<file path="src/rtl/spi_mx_pkg.sv">
// spi_mx_pkg: shared FSM type and constants for the SPI matrix streamer
package spi_mx_pkg;
  localparam int DATA_W_DEF  = 32;
  localparam int SYNC_STAGES = 2;
  typedef enum logic [2:0] {
    IDLE, FETCH, LOAD, WAIT_CS_LOW, SHIFT, WAIT_CS_HIGH, DONE
  } state_t;
endpackage

</file>
<file path="src/rtl/spi_tx_shifter.sv">
// spi_tx_shifter: sclk/cs_n synchronisers, edge detect and mode-0 DATA_W-bit output shifter
module spi_tx_shifter
  import spi_mx_pkg::*;
#(
  parameter int DATA_W = DATA_W_DEF
) (
  input  logic              clk,
  input  logic              rst_n,
  input  logic              sclk_i,
  input  logic              cs_n_i,
  input  logic              load_i,
  input  logic [DATA_W-1:0] load_data_i,
  output logic              miso_o,
  output logic              cs_fall_o,
  output logic              cs_rise_o,
  output logic              word_done_o,
  output logic              mid_word_o
);
  localparam int CW = $clog2(DATA_W + 1);
  logic [SYNC_STAGES:0] sclk_q, cs_q;
  logic [DATA_W-1:0]    sr_q, sr_d;
  logic [CW-1:0]        cnt_q, cnt_d;
  logic                 cs_act, s_rise, s_fall;
  assign cs_act      = ~cs_q[SYNC_STAGES-1];
  assign s_rise      = cs_act & sclk_q[SYNC_STAGES-1] & ~sclk_q[SYNC_STAGES];
  assign s_fall      = cs_act & ~sclk_q[SYNC_STAGES-1] & sclk_q[SYNC_STAGES];
  assign cs_fall_o   = ~cs_q[SYNC_STAGES-1] & cs_q[SYNC_STAGES];
  assign cs_rise_o   = cs_q[SYNC_STAGES-1] & ~cs_q[SYNC_STAGES];
  assign word_done_o = s_rise && cnt_q == CW'(DATA_W - 1);
  assign mid_word_o  = cnt_q != '0;
  assign miso_o      = sr_q[DATA_W-1];
  // A freshly loaded word keeps its MSB through the first falling edge (cnt 0)
  assign sr_d  = load_i ? load_data_i
               : (cs_rise_o || word_done_o) ? '0
               : (s_fall && mid_word_o) ? {sr_q[DATA_W-2:0], 1'b0} : sr_q;
  assign cnt_d = (load_i || cs_rise_o || word_done_o) ? '0
               : s_rise ? cnt_q + CW'(1) : cnt_q;
  always_ff @(posedge clk or negedge rst_n)
    if (!rst_n) begin
      sclk_q <= '0;
      cs_q   <= '1;
      sr_q   <= '0;
      cnt_q  <= '0;
    end else begin
      sclk_q <= {sclk_q[SYNC_STAGES-1:0], sclk_i};
      cs_q   <= {cs_q[SYNC_STAGES-1:0], cs_n_i};
      sr_q   <= sr_d;
      cnt_q  <= cnt_d;
    end
endmodule

</file>
<file path="src/rtl/spi_matrix_streamer.sv">
// spi_matrix_streamer: streams a rows x cols result matrix to an SPI host, one element per word
module spi_matrix_streamer
  import spi_mx_pkg::*;
#(
  parameter int DATA_W = DATA_W_DEF,
  parameter int MAX_M  = 16,
  parameter int MAX_N  = 16,
  parameter int ADDR_W = $clog2(MAX_M * MAX_N),
  parameter int DIM_W  = $clog2(MAX_M > MAX_N ? MAX_M + 1 : MAX_N + 1)
) (
  input  logic              clk,
  input  logic              rst_n,
  input  logic              sclk,
  input  logic              cs_n,
  output logic              miso,
  input  logic              start,
  input  logic [DIM_W-1:0]  rows,
  input  logic [DIM_W-1:0]  cols,
  input  logic              col_major,
  input  logic              burst,
  output logic              mem_rd_en,
  output logic [ADDR_W-1:0] mem_rd_addr,
  input  logic [DATA_W-1:0] mem_rd_data,
  output logic              busy,
  output logic              done,
  output logic              frame_abort,
  output logic [ADDR_W:0]   words_sent
);
  state_t            state_q, state_d;
  logic [DIM_W-1:0]  rows_q, cols_q, r_q, c_q, r_d, c_d;
  logic [ADDR_W-1:0] addr_q, addr_d;
  logic [DATA_W-1:0] buf_q;
  logic [ADDR_W:0]   ws_q;
  logic cm_q, bm_q, pf_q, cap_q, fin_q, busy_q, done_q, abort_q;
  logic cs_fall, cs_rise, word_done, mid_word, load, last, r_end, c_end, word_ok, pf_rd, go;
  spi_tx_shifter #(.DATA_W(DATA_W)) u_tx (
    .clk, .rst_n, .sclk_i(sclk), .cs_n_i(cs_n), .load_i(load), .load_data_i(buf_q),
    .miso_o(miso), .cs_fall_o(cs_fall), .cs_rise_o(cs_rise),
    .word_done_o(word_done), .mid_word_o(mid_word)
  );
  assign go      = state_q == IDLE && start;
  assign r_end   = r_q == rows_q - DIM_W'(1);
  assign c_end   = c_q == cols_q - DIM_W'(1);
  assign last    = r_end && c_end;
  assign word_ok = state_q == SHIFT && word_done && !fin_q;
  assign load    = (state_q == WAIT_CS_LOW && cs_fall) || (word_ok && bm_q && !last);
  // Prefetch reads the element after the one now in the shifter
  assign pf_rd   = state_q == SHIFT && pf_q && !last && !fin_q;
  assign r_d     = cm_q ? (r_end ? '0 : r_q + DIM_W'(1)) : (c_end ? r_q + DIM_W'(1) : r_q);
  assign c_d     = cm_q ? (r_end ? c_q + DIM_W'(1) : c_q) : (c_end ? '0 : c_q + DIM_W'(1));
  assign addr_d  = cm_q ? (r_end ? ADDR_W'(c_q) + ADDR_W'(1) : addr_q + ADDR_W'(cols_q))
                        : addr_q + ADDR_W'(1);
  assign mem_rd_en   = state_q == FETCH || pf_rd;
  assign mem_rd_addr = pf_rd ? addr_d : addr_q;
  assign busy        = busy_q;
  assign done        = done_q;
  assign frame_abort = abort_q;
  assign words_sent  = ws_q;
  always_comb begin
    state_d = state_q;
    case (state_q)
      IDLE:         if (start) state_d = (rows == '0 || cols == '0) ? DONE : FETCH;
      FETCH:        state_d = LOAD;
      LOAD:         state_d = WAIT_CS_LOW;
      WAIT_CS_LOW:  if (cs_fall) state_d = SHIFT;
      SHIFT:        if (cs_rise) state_d = fin_q ? DONE : FETCH;
                    else if (word_ok && !bm_q) state_d = WAIT_CS_HIGH;
      WAIT_CS_HIGH: if (cs_rise) state_d = fin_q ? DONE : FETCH;
      DONE:         state_d = IDLE;
      default:      state_d = IDLE;
    endcase
  end
  // An interrupted word is re-fetched from the unadvanced index and re-sent whole
  always_ff @(posedge clk or negedge rst_n)
    if (!rst_n) begin
      state_q <= IDLE;
      rows_q  <= '0;
      cols_q  <= '0;
      r_q     <= '0;
      c_q     <= '0;
      addr_q  <= '0;
      buf_q   <= '0;
      ws_q    <= '0;
      cm_q    <= 1'b0;
      bm_q    <= 1'b0;
      pf_q    <= 1'b0;
      cap_q   <= 1'b0;
      fin_q   <= 1'b0;
      busy_q  <= 1'b0;
      done_q  <= 1'b0;
      abort_q <= 1'b0;
    end else begin
      state_q <= state_d;
      pf_q    <= load;
      cap_q   <= pf_rd;
      done_q  <= state_q == DONE;
      abort_q <= state_q == SHIFT && cs_rise && mid_word && !fin_q;
      busy_q  <= go ? 1'b1 : state_q == DONE ? 1'b0 : busy_q;
      if (state_q == LOAD || cap_q) buf_q <= mem_rd_data;
      if (go) begin
        rows_q <= rows;
        cols_q <= cols;
        cm_q   <= col_major;
        bm_q   <= burst;
        r_q    <= '0;
        c_q    <= '0;
        addr_q <= '0;
        ws_q   <= '0;
        fin_q  <= 1'b0;
      end else if (word_ok) begin
        ws_q <= ws_q + (ADDR_W + 1)'(1);
        if (last) fin_q <= 1'b1;
        else begin
          r_q    <= r_d;
          c_q    <= c_d;
          addr_q <= addr_d;
        end
      end
    end
endmodule

</file>
<file path="config.mk">
export PLATFORM = sky130hd
export DESIGN_NAME = spi_matrix_streamer
export DESIGN_NICKNAME = d
export VERILOG_FILES = /design/src/rtl/spi_mx_pkg.sv /design/src/rtl/spi_tx_shifter.sv /design/src/rtl/spi_matrix_streamer.sv
export SDC_FILE = /design/constraint.sdc
export NUM_CORES = 1
export LEC_CHECK = 0
export ABC_AREA = 1
export BUFFER_PORTS_ARGS = -buffer_cell sky130_fd_sc_hd__clkbuf_2
export CAP_MARGIN = 0
export CORE_MARGIN = 2
export CORE_UTILIZATION = 45
export CTS_CLUSTER_DIAMETER = 200
export DETAILED_ROUTE_END_ITERATION = 7
export GPL_ROUTABILITY_DRIVEN = 0
export MAX_ROUTING_LAYER = met4
export PLACE_DENSITY = 0.68
export RECOVER_POWER = 100
export SYNTH_ARGS = -nofsm -noshare
export SYNTH_HDL_FRONTEND = slang
export SYNTH_SLANG_ARGS = --single-unit
</file>
<file path="constraint.sdc">
create_clock -name clk -period 2.2 [get_ports clk]
set_input_delay 0.22 -clock clk [delete_from_list [all_inputs] [get_ports clk]]
set_output_delay 0.22 -clock clk [all_outputs]
set_load 0.02 [all_outputs]
</file>
Yosys cells after proc, flatten, opt, wreduce, memory -nomap -nowiden --
Cells that the tools add are included.
Storage, ports and cells: register bits 124, bits in latches 0, RAM bits 0, bits in read-only memories 0, bits of input ports 49, output and inout bits 22, memories kept 0
Cells by class: $add $sub $neg 9, multipliers 0, divide/modulo/power cells 0, order comparisons 0, equality and inequality tests 15, shift-type cells 0, mux-type cells 38, bitwise gates (word level) 10, reductions and logical operators 41
Operator list (count):
- two-way mux 32 bit | 3
- two-way mux 5 bit | 12
- two-way mux 8 bit | 6
- two-way mux 3 bit | 7
- two-way mux 9 bit | 2
- case mux 3 bit (6 select lines) | 1
- logical AND 1 bit | 16
- two-way mux 6 bit | 2
- adder 5 x 1 -> 5 bit (second input constant) | 2
- == test 5 bit | 2
- zero test 5 bit | 2
- subtractor 5 x 1 -> 5 bit (second input constant) | 2
- adder 9 x 1 -> 9 bit (second input constant) | 1
- == test 3 bit (second input constant) | 3
- adder 8 x 1 -> 8 bit (second input constant) | 1
- adder 8 x 5 -> 8 bit | 1
- nonzero test 2 bit | 4
- logical OR 1 bit | 7
- adder 5 x 1 -> 6 bit (second input constant) | 1
- adder 6 x 1 -> 6 bit (second input constant) | 1
- bitwise AND 1 bit | 6
- == test 3 x 2 -> 1 bit (second input constant) | 2
- == test 6 x 5 -> 1 bit (second input constant) | 1
- inequality test 2 bit (second input constant) | 3
- 13 further kinds | 25

Depth between registers and ports, before layout --
depth after elaboration 12, depth in mapped cells 16

Hierarchy --
From an unflattened synthesis, not the netlist that was laid out.
Unflattened totals: cell total of the unflattened synthesis 866, area total of the unflattened synthesis 7143.1 um2
By module, submodules not included:
- spi_matrix_streamer | instances 1, cells each 562, area an instance 4685.7 um2, sequential area each 2001.9 um2
- spi_tx_shifter | instances 1, cells each 304, area an instance 2457.4 um2, sequential area each 1104.8 um2

Worst setup path before layout --
OpenSTA, ideal clock, no wires.
path kind register to output, from reg rows_q[0], to out mem_rd_addr[2], arrival time 1.935 ns, data required time 1.980 ns, setup slack 0.045 ns, stages on the path, launching flop included 12, buffers on the path 1, cell sequence dfrtp_1 > inv_1 > ha_1 > xnor2_1 > nor2_1 > nand3_2 > nor2_8 > nand2_4 > inv_2 > nor2_2 > buf_2 > o21ai_1
On the way: cells in the longest elaborated chain, start to end 7
RTL lines:
- start, declared | line spi_matrix_streamer.sv:30 | logic [DIM_W-1:0] rows_q, cols_q, r_q, c_q, r_d, c_d;
- start signal, assigned | line spi_matrix_streamer.sv:101 | rows_q <= rows;
- subtractor 5 x 1 -> 5 bit | line spi_matrix_streamer.sv:42 | assign r_end = r_q == rows_q - DIM_W'(1);
- == test 5 bit | line spi_matrix_streamer.sv:42
- logical AND 1 bit | line spi_matrix_streamer.sv:44 | assign last = r_end && c_end;
- zero test 1 bit | line spi_matrix_streamer.sv:48 | assign pf_rd = state_q == SHIFT && pf_q && !last && !fin_q;
- logical AND 1 bit (2 in a row) | line spi_matrix_streamer.sv:48
- via pf_rd | line spi_matrix_streamer.sv:35 | logic cs_fall, cs_rise, word_done, mid_word, load, last, r_end, c_end, word_ok, pf_rd, go;
- two-way mux 8 bit | line spi_matrix_streamer.sv:54 | assign mem_rd_addr = pf_rd ? addr_d : addr_q;
- end, declared | line spi_matrix_streamer.sv:22 | output logic [ADDR_W-1:0] mem_rd_addr,
The timed path passes the listed nets, and every way through them passes these cells.

Worst setup path after layout --
from reg rows_q[0], to out mem_rd_addr[3]
On the way: cells in the longest elaborated chain, start to end 7
RTL lines (line):
- subtractor 5 x 1 -> 5 bit * | spi_matrix_streamer.sv:42
- == test 5 bit * | spi_matrix_streamer.sv:42
- logical AND 1 bit | spi_matrix_streamer.sv:44
- zero test 1 bit | spi_matrix_streamer.sv:48
- logical AND 1 bit (2 in a row) | spi_matrix_streamer.sv:48
- two-way mux 8 bit * | spi_matrix_streamer.sv:54
Every way passes the cells marked *; elsewhere a longest branch is shown, timed or not.

==> run summary <==
DR DRC count: 0
Slew HR: -11.5%
routed len/inst: 15.1 um
die area: 16600 um2
syn avg cell area: 7.92 um2
RSZ-0062 raised after global routing: yes
slowest stage delay, CP: 0.39 ns
Max Slew Vio Count: 70
GRT Total Usage: 23.5%
sequential cell area: 3110 um2
Antenna Nets Post-Route: 0
slowest stage cell, crit path: dfrtp_1
most numerous cell in the Yosys netlist: nand2_1
H-tree depth: 4
CTS tree: done
remaining global-route overflow: 0
Worst EP arrival: 2.42 ns
layout cells sized above 1: 25.8%
Post-synth top flop: dfrtp_1
setup ws final: -0.441 ns
Power Dens Cells: 1090 nW/um2
Psw: 3380 uW
largest net degree at the start of global routing: 70
total negative slack: -3.74 ns
first drt pass iteration count: 5
starting density of the core: 46.1%
Synth Warn #: 0
final hold vios: 0
share of the synthesized area in the top cell type: 43.2%
Final Power: 10000 uW
Critical Path Start Type: flop
Synth area leaders: dfrtp_1 43%, nand2_1 14%, nand3_1 5.6%
DRT Wirelength: 18400 um
Worst-Margin Slew: 1.67 ns
clock slew at reported path FFs: 0.05 ns
final setup violation count: 40
Logic pwr share: 34.3%
clock latency on the worst-skew pair: 0.42 ns
CTS max path bufs: 2
Flop pwr share: 33.7%
critical-path cell list: inv_2, ha_4, xnor2_2, nor2_2, nand3_4, nor2_8, buf_6, inv_2, nand2_1, nand3_1, nand3_1, o21ai_1, buf_4
Filler Cells Inserted: 1300
Die Ht: 129 um
violated checks: max-capacitance violations, max-slew violations, negative setup slack
clock power share: 32.1%
Via Count: 6479
worst-path fanout max: 4
io pins: 71
Mapped Cells: 885
PortBufs: 70
CTS root buffer: clkbuf_16
# rows: 45
worst hold path class: input port to flop
Post-synth EDFFs: 0
period utilisation layout: 120%
syn nets: 948
asr flop ratio synth: 100%
Ant. Diodes: 0
status: finished, violations left
Placed Area: 7800 um2
clk_skew: 0.00629 ns
MaxCap Viol Count: 1
DR top layer: met4
post-synth cell types: 48
Multi-input gate area: 3570 um2
Worst EP required: 1.98 ns
Final Cell Area: 9200 um2
Final #Nets: 1084
met3 WL: 988 um
hpwl dp: 11100 um
Die X: 129 um
critical path type: flop to primary output
drt initial violations: 700
Final Core Density: 60.5%
minimum clock period: 2.64 ns
CP Capture Type: primary output
Met1 Routed Length: 8130 um
CORE AREA: 15200 um2
Seq/Total Area, Yosys: 44.3%
Commonest cells post-synth: 269 x nand2_1, 121 x dfrtp_1, 95 x inv_1
Via density: 5.30
VDD IR max: 0.711 mV
CTS sink count: 124
Synth area leader: dfrtp_1
Area growth syn-to-layout: 31.2%
cell leakage power: 0.00462 uW
synthesis-stage register bit count: 124
vias in the first global route: 6210
Cell Int Power: 6670 uW
fmax: 379 MHz
number of antenna violations at the first check in global routing: 0
first-pass GRT wire length: 29800 um
synthesized area: 7010 um2
number of buffers created by CTS: 17
WL met2: 8900 um
sw frac: 33.6%
==> registers in the layout, indices dropped and copies added, names as in the netlist, 5 cells and up <==
name and cells:
addr_q 8, buf_q 32, c_q 5, cols_q 5, r_q 5, rows_q 5
u_tx.cnt_q 6, u_tx.sr_q 32, words_sent 9
==> path summary, 6_finish.rpt <==
kind | from | end | slack (ns) | depth (start not counted)
setup / recovery | rows_q[0] | mem_rd_addr[3] | -0.44 | 13
hold / removal | mem_rd_data[4] | buf_q[4] | 0.02 | 2
setup reg to reg | rows_q[0] | u_tx.sr_q[11] | -0.06 | 14
hold reg to reg | u_tx.sclk_q[0] | u_tx.sclk_q[1] | 0.35 | 0
max in group asynchronous | rst_n | u_tx.sr_q[8] | 0.31 | 3
min in group asynchronous | rst_n | rows_q[2] | 0.77 | 3
==> cell usage in the layout, fill, tap and decap left out, types with 5 or more instances in the layout <==
cell type / Yosys / routed
inv_1: 95 / 90
clkbuf_2: 1 / 50
bufinv_16: 0 / 6
ha_1: 13 / 8
clkbuf_16: 0 / 19
buf_4: 3 / 47
nand3_1: 78 / 72
nor2_1: 63 / 60
nand2_1: 269 / 248
o21ai_1: 7 / 11
a21oi_1: 12 / 10
nand2_4: 2 / 5
buf_8: 0 / 6
inv_2: 3 / 6
xnor2_1: 9 / 8
dfrtp_1: 121 / 120
o21ai_0: 37 / 29
nand2_2: 2 / 21
mux2_2: 28 / 28
nor2_2: 3 / 5
nand3_2: 2 / 6
nand4_1: 38 / 38
buf_6: 6 / 14
nor3_1: 8 / 9
clkbuf_1: 17 / 20
xor2_1: 18 / 18
==> kinds of logic (layout without fill, tap and decap cells) <==
kind of cell	Yosys count	after routing	synth area share (%)
AND/OR/NAND/NOR	488	490	31.4
buffers and inverters	137	284	8.30
flip-flops	124	124	44.3
AO/OA/AOI/OAI	63	63	4.87
multiplexers	32	32	5.14
XOR/XNOR	27	27	3.37
adder cells (fa/ha/maj)	14	14	2.60
==> through the flow <==
| stage | instances | setup WS, ns | hold slack (ns) |
|---|---|---|---|
| 2_1_floorplan | 885 | 0.0446 | -0.0756 |
| 3_3_place_gp | 1152 | 0.00847 | 0.258 |
| 3_5_place_dp | 1152 | -0.0614 | 0.253 |
| 4_1_cts | 1208 | -0.414 | 0.00310 |
| 5_1_grt | 1222 | -0.569 | 0.00945 |
| 6_report | 1222 | -0.441 | 0.0187 |
==> critical path, delay by kind of cell (launching register included) <==
family / cells / cell delay [ns]
adders and majority gates: 1 / 0.21
and+or+nand+nor: 6 / 0.73
DFF: 1 / 0.39
xor gates and xnor gates: 1 / 0.14
buffers and inverters: 4 / 0.45
AOI/OAI and AO/OA: 1 / 0.08
==> power groups by stage <==
| stage | registers [uW] | clock network [uW] | logic (uW) |
|---|---|---|---|
| after floorplan | 3290 | 0 | 2050 |
| after global placement | 3380 | 0 | 2810 |
| after detailed placement | 3380 | 0 | 2860 |
| after CTS | 3370 | 3250 | 3170 |
| after global routing | 3460 | 3390 | 3800 |
| final | 3380 | 3220 | 3440 |
==> what timing repair did <==
item	4_1_cts	5_1_grt
endpoints found under the setup margin	40	65
gates resized for setup	56	62
pin swaps	15	20
buffers inserted	15	12
hold buffers	4	0
gates cloned	6	3
endpoints found under the hold margin	124	0
==> area by class of cell <==
| class | instances | share of cell area [%] |
|---|---|---|
| Multi-Input combinational cell | 626 | 38.8 |
| Sequential cell | 124 | 33.8 |
| Timing Repair Buffer | 150 | 13.2 |
| Clock buffer | 22 | 5.05 |
| Inverter | 101 | 4.22 |
| Tap cell | 188 | 2.56 |
| Clock inverter | 10 | 2.28 |
| Timing Repair inverter | 1 | 0.0544 |
==> per-layer routing <==
| metal | up-vias | track usage (%) |
|---|---|---|
| met5 | - | - |
| met4 | 0 | 7.80 |
| met3 | 41 | 5.36 |
| met2 | 237 | 37.0 |
| met1 | 3067 | 30.0 |
| li1 | 3134 | - |
(Power assumes the default switching activity.)
